==> config.mk <==
export PLATFORM = sky130hd
export DESIGN_NAME = reg_file_operand
export DESIGN_NICKNAME = d
export VERILOG_FILES = /design/src/rtl/reg_file_operand.sv
export SDC_FILE = /design/constraint.sdc
export NUM_CORES = 2
export LEC_CHECK = 0
export BUFFER_PORTS_ARGS = -buffer_cell sky130_fd_sc_hd__buf_2
export CORE_MARGIN = 2
export CORE_UTILIZATION = 55
export DETAILED_ROUTE_END_ITERATION = 10
export GPL_TIMING_DRIVEN = 0
export PLACE_DENSITY_LB_ADDON = 0.05
export SYNTH_ARGS = -nofsm -noshare
export SYNTH_HDL_FRONTEND = slang
export SYNTH_SLANG_ARGS = --single-unit
==> constraint.sdc <==
create_clock -name clk -period 3.12 [get_ports clk]
set_input_delay 0.624 -clock clk [delete_from_list [all_inputs] [get_ports clk]]
set_output_delay 0.624 -clock clk [all_outputs]
set_load 0.01 [all_outputs]
==> src/rtl/reg_file_operand.sv <==
// Register file and operand-issue stage feeding the ALU: two bypassed read
// ports, A/B operand muxing, one registered issue slot, and the ALU flag register.
module reg_file_operand #(
    parameter int DATA_W = 32,
    parameter int ADDR_W = 5,
    parameter int IMM_W  = 16
) (
    input  logic              clk,
    input  logic              rst_n,
    input  logic              in_valid,
    input  logic [ADDR_W-1:0] rs_addr,
    input  logic [ADDR_W-1:0] rt_addr,
    input  logic [IMM_W-1:0]  imm,
    input  logic              imm_sext,
    input  logic              b_sel_imm,
    input  logic              a_sel_shamt,
    input  logic [4:0]        shamt,
    input  logic              wr_en,
    input  logic [ADDR_W-1:0] wr_addr,
    input  logic [DATA_W-1:0] wr_data,
    input  logic              flag_we,
    input  logic              ofa_in,
    input  logic              zfa_in,
    output logic [DATA_W-1:0] op_a,
    output logic [DATA_W-1:0] op_b,
    output logic              out_valid,
    output logic [1:0]        flags
);

    localparam int DEPTH = 2 ** ADDR_W;

    logic [DATA_W-1:0] regs [DEPTH];
    logic [DATA_W-1:0] src_rs;
    logic [DATA_W-1:0] src_rt;
    logic [DATA_W-1:0] ext_imm;
    logic [DATA_W-1:0] a_next;
    logic [DATA_W-1:0] b_next;
    logic              wr_live;

    // Register 0 never takes a write, so it also never bypasses.
    assign wr_live = wr_en && (wr_addr != '0);

    always_ff @(posedge clk or negedge rst_n) begin
        if (!rst_n) begin
            for (int i = 0; i < DEPTH; i++) begin
                regs[i] <= '0;
            end
        end else if (wr_live) begin
            regs[wr_addr] <= wr_data;
        end
    end

    // Same-cycle write-back is forwarded so a dependent issue sees the new value.
    always_comb begin
        src_rs = regs[rs_addr];
        if (rs_addr == '0) begin
            src_rs = '0;
        end else if (wr_live && (wr_addr == rs_addr)) begin
            src_rs = wr_data;
        end
    end

    always_comb begin
        src_rt = regs[rt_addr];
        if (rt_addr == '0) begin
            src_rt = '0;
        end else if (wr_live && (wr_addr == rt_addr)) begin
            src_rt = wr_data;
        end
    end

    assign ext_imm = {{(DATA_W-IMM_W){imm_sext & imm[IMM_W-1]}}, imm};
    assign a_next  = a_sel_shamt ? {{(DATA_W-5){1'b0}}, shamt} : src_rs;
    assign b_next  = b_sel_imm ? ext_imm : src_rt;

    // Handshake: no ready exists; every edge with in_valid=1 is an accepted issue,
    // and out_valid is a one-cycle strobe marking op_a/op_b from that issue.
    always_ff @(posedge clk or negedge rst_n) begin
        if (!rst_n) begin
            op_a      <= '0;
            op_b      <= '0;
            out_valid <= 1'b0;
        end else begin
            out_valid <= in_valid;
            if (in_valid) begin
                op_a <= a_next;
                op_b <= b_next;
            end
        end
    end

    always_ff @(posedge clk or negedge rst_n) begin
        if (!rst_n) begin
            flags <= 2'b00;
        end else if (flag_we) begin
            flags <= {ofa_in, zfa_in};
        end
    end

endmodule

==> summary.txt <==
Pwr
  – Peak VDD IR: 0.000480 V
  – Leak: 27.8 nW
  – Power Dens Cells: 675 nW/um^2
  – Final Power: about 43 mW

Finish
  – Final Util: between 60% and 70%
  – Fill cells: 7707
  – Fraction of layout cells with a size suffix above 1: 49.4%
  – Multi-input logic area: 28100 sq um
  – FF+latch area: 27300 sq um
  – Layout net count: 4001
  – Area grow syn2layout: 12.3%

Yosys
  – Average size of a mapped cell: 15.6 sq um
  – Top_reg_cell synth: dfrtp_1
  – FF+latch count, synth: 1091
  – Register area share after synthesis: 47.7%
  – Netlist Area Pre-Place: 57200 sq um
  – Ys async rst share: 100%
  – Syn Inst Count: 3663
  – Syn_nets: 3741
  – Number of synthesized flops with an enable pin: 0
  – Synth warn: 0
  – Synth cell types: 53

GRT
  – Vias in the first global route: around 40k
  – Antenna violations before repair: 9
  – Pin count of the biggest net entering global routing: 175
  – First-pass GRT wire length: 308 mm
  – Total gr overflow: 0
  – GRT Util Overall: 41.6%

Route
  – Final WL: 220 mm
  – Drt wl/cell: 40.7 um
  – DR vias/cell: 7.27
  – Antenna-violating nets left: 0
  – Pre-Repair DR Iteration Count: 9
  – Via total after detailed routing: 39.3k
  – Post-route DRC: 0
  – Initial drt markers: 5572

Floorplan
  – Die Span Y: between 300 and 400 um
  – Die Wd: 327 um
  – Std-Cell Rows: 118
  – Io pins: 145
  – Initial core utilization: 55.4%
  – Core ar.: 103000 sq um
  – Die area: around 110000 sq um

Placed design
  – Port bufs: approximately 130
  – Routability Congestion: 0.947
  – Post-DP HPWL: between 150 and 200 mm

Critical path
  – Worst Setup SP: wr_addr[0]
  – Crit Path Class: in2reg
  – Critical path fanouts, max: 10
  – R2r startpoint: regs[904]
  – R2r worst-path depth: 5
  – Crit path capture type: flop
  – Worst R2R Setup Slack: 0.74 ns
  – Slowest stage delay, CP: 1.19 ns
  – Reg2reg end: op_a[8]
  – Startpoint Class: primary input
  – Worst path most repeated cell: buf_2
  – Slowest CP cell: o311ai_1
  – Delay-heaviest family, CP: buffers and inverters
  – Critical Path RT: 3.71 ns
  – Worst Path Arrival: 3.92 ns
  – WP buf/inv: 3
  – Worst path cell trace: buf_2, buf_2, xnor2_1, nand2_1, o311ai_1, clkbuf_1, nand2b_1, a31oi_1

STA
  – Final TNS setup: -2.00 ns
  – Fin. Hold Viols: 5
  – Clock skew: 0.0227 ns
  – Final Setup Violations: 23
  – Fin. max-slew vios: 17
  – RSZ-0062 raised after global routing: false
  – Hold slack: -0.0380 ns
  – Final min period: 3.33 ns
  – Worst Tran Pin Value: 1.59 ns
  – Worst relative slew slack: -5.69%
  – Achievable Freq: 300 MHz
  – Fin worst setup slack: -0.213 ns
  – Crit share post-route: 107%

Clocking
  – Largest buffer count on any clock path: 3
  – Worst skew pair latency: 0.73 ns
  – CTS sink cnt: 1091
  – TritonCTS buffer count: 120
  – Clock transition at path regs: 0.06 ns
  – Htree depth: 3
  – CTS tree: done
  – # hold bufs at CTS: 0
  – Root Buffer: clkbuf_16

Hold path
  – Worst Hold Class: in2async

Status
  – Outcome: finished with violations
  – Failing checks: hold timing, capacitance limit, slew limit, setup timing

Flow run
  – Max cap viols: 2
[worst max-delay path by stage]
stage / endpoint / slack, ns / depth (start not counted)
6_report: op_b[19] / -0.21 / 8
5_1_grt: op_b[19] / 0.02 / 7
4_1_cts: op_a[24] / 0.007 / 9
3_5_place_dp: op_a[5] / -1.65 / 8
3_3_place_gp: flags[0] / -21.00 / 1
2_1_floorplan: op_a[16] / 0.66 / 9
[sequential cells by signal, summed over array words and instances, names as in the netlist]
| signal | count |
|---|---|
| op_a | 32 |
| regs | 1024 |
| op_b | 32 |
| flags | 2 |
| out_valid | 1 |
[per-layer routing]
layer	GRT usage (%)	wire, um	share of wire [%]	vias to the layer above
met2	59.0	95100	43	2847
li1	-	-	-	14700
met5	1.29	282	0.13	-
met1	57.0	83400	38	21200
met4	19.6	12500	5.7	6
met3	15.7	28900	13	648
[cell type report]
| type | instances | share of cell area, % |
|---|---|---|
| multi-input cells | 2151 | 43.7 |
| flip-flops and latches | 1091 | 42.5 |
| clock buffers | 161 | 5.38 |
| plain buffers | 413 | 2.96 |
| well taps | 1380 | 2.69 |
| repair buffers | 141 | 1.41 |
| clock inverters | 63 | 1.33 |
| inverters | 5 | 0.0331 |
| diodes | 6 | 0.0233 |
[where the power goes]
part | leakage [nW] | switching [mW] | internal (mW) | total, mW
Combinational | 11.7 | 3.95 | 4.98 | 8.93
Sequential | 14.0 | 2.12 | 16.8 | 18.9
Clock | 2.13 | 6.17 | 9.39 | 15.6
Total | 27.8 | 12.2 | 31.2 | 43.4
[layout by cell type, fill, tap and decap left out, drive strengths merged, types with 36 or more instances in the layout]
| master | n |
|---|---|
| nand2b | 64 |
| dfrtp | 1091 |
| buf | 330 |
| clkinv | 36 |
| clkbuf | 381 |
| mux4 | 572 |
| mux2i | 125 |
| mux2 | 1001 |
| a31oi | 36 |
| nor2 | 108 |
[metrics by stage]
step,setup WS (ns),hold WS (ns),cells,area (sq um)
CTS,0.00702,0.0515,5405,64200
detailed placement,-1.65,0.468,5183,59900
floorplan,0.662,0.328,3663,57200
global route,0.0157,0.0628,5405,64300
finish,-0.213,-0.0380,5411,64300
global placement,-21.00,0.455,5175,59600
[repair_timing]
| item | CTS | global route |
|---|---|---|
| setup endpoints to repair | 36 | 257 |
| resized for setup | 21 | 15 |
| cloned | 0 | 1 |
| buffers inserted | 0 | 0 |
[worst register-to-register path, cell delays in order (launching register included)]
cell and delay (ns):
dfrtp_1 0.39, mux4_2 0.48, mux2i_2 0.53, mux2i_1 0.20, a2111oi_1 0.57, o2bb2ai_1 0.10
[cells by family (layout without fill, tap and decap cells)]
logic type / after synthesis / in the layout / share of synthesized area (%)
buf+inv: 421 / 783 / 3.28
compound gates: 188 / 188 / 2.25
xor+xnor: 10 / 10 / 0.153
other cells: 0 / 6 / 0
simple gates: 255 / 255 / 2.25
mux: 1698 / 1698 / 44.4
flops: 1091 / 1091 / 47.7
[Yosys cell counts (2+ instances only)]
library cell  count  share of area, %
a2111oi_1         6              0.10
a211oi_1          9              0.12
a21oi_1          24              0.21
a221oi_1         19              0.29
a22oi_1           2             0.026
a31oi_1          36              0.39
buf_1            54              0.35
buf_2           118               1.0
buf_4            12              0.16
buf_6            10              0.20
clkbuf_1        220               1.4
clkinv_1          2             0.013
dfrtp_1        1091                48
inv_1             3             0.020
mux2_1          108               2.1
mux2_2          893                18
mux2i_1         125               2.2
mux4_2          572                23
nand2_1          26              0.17
nand2b_1         64              0.70
nand3_1           5             0.044
nand3b_1          4             0.052
nor2_1          108              0.71
nor2b_1           7             0.076
nor3_1            3             0.026
nor3b_1           4             0.052
nor4_1           21              0.23
o21ai_1          31              0.27
o21bai_1          2             0.026
o22ai_1          24              0.26
o2bb2ai_1        28              0.43
or3_1             3             0.033
xnor2_1           8              0.12
xor2_1            2             0.031
Power figures use the tool's default switching activity.
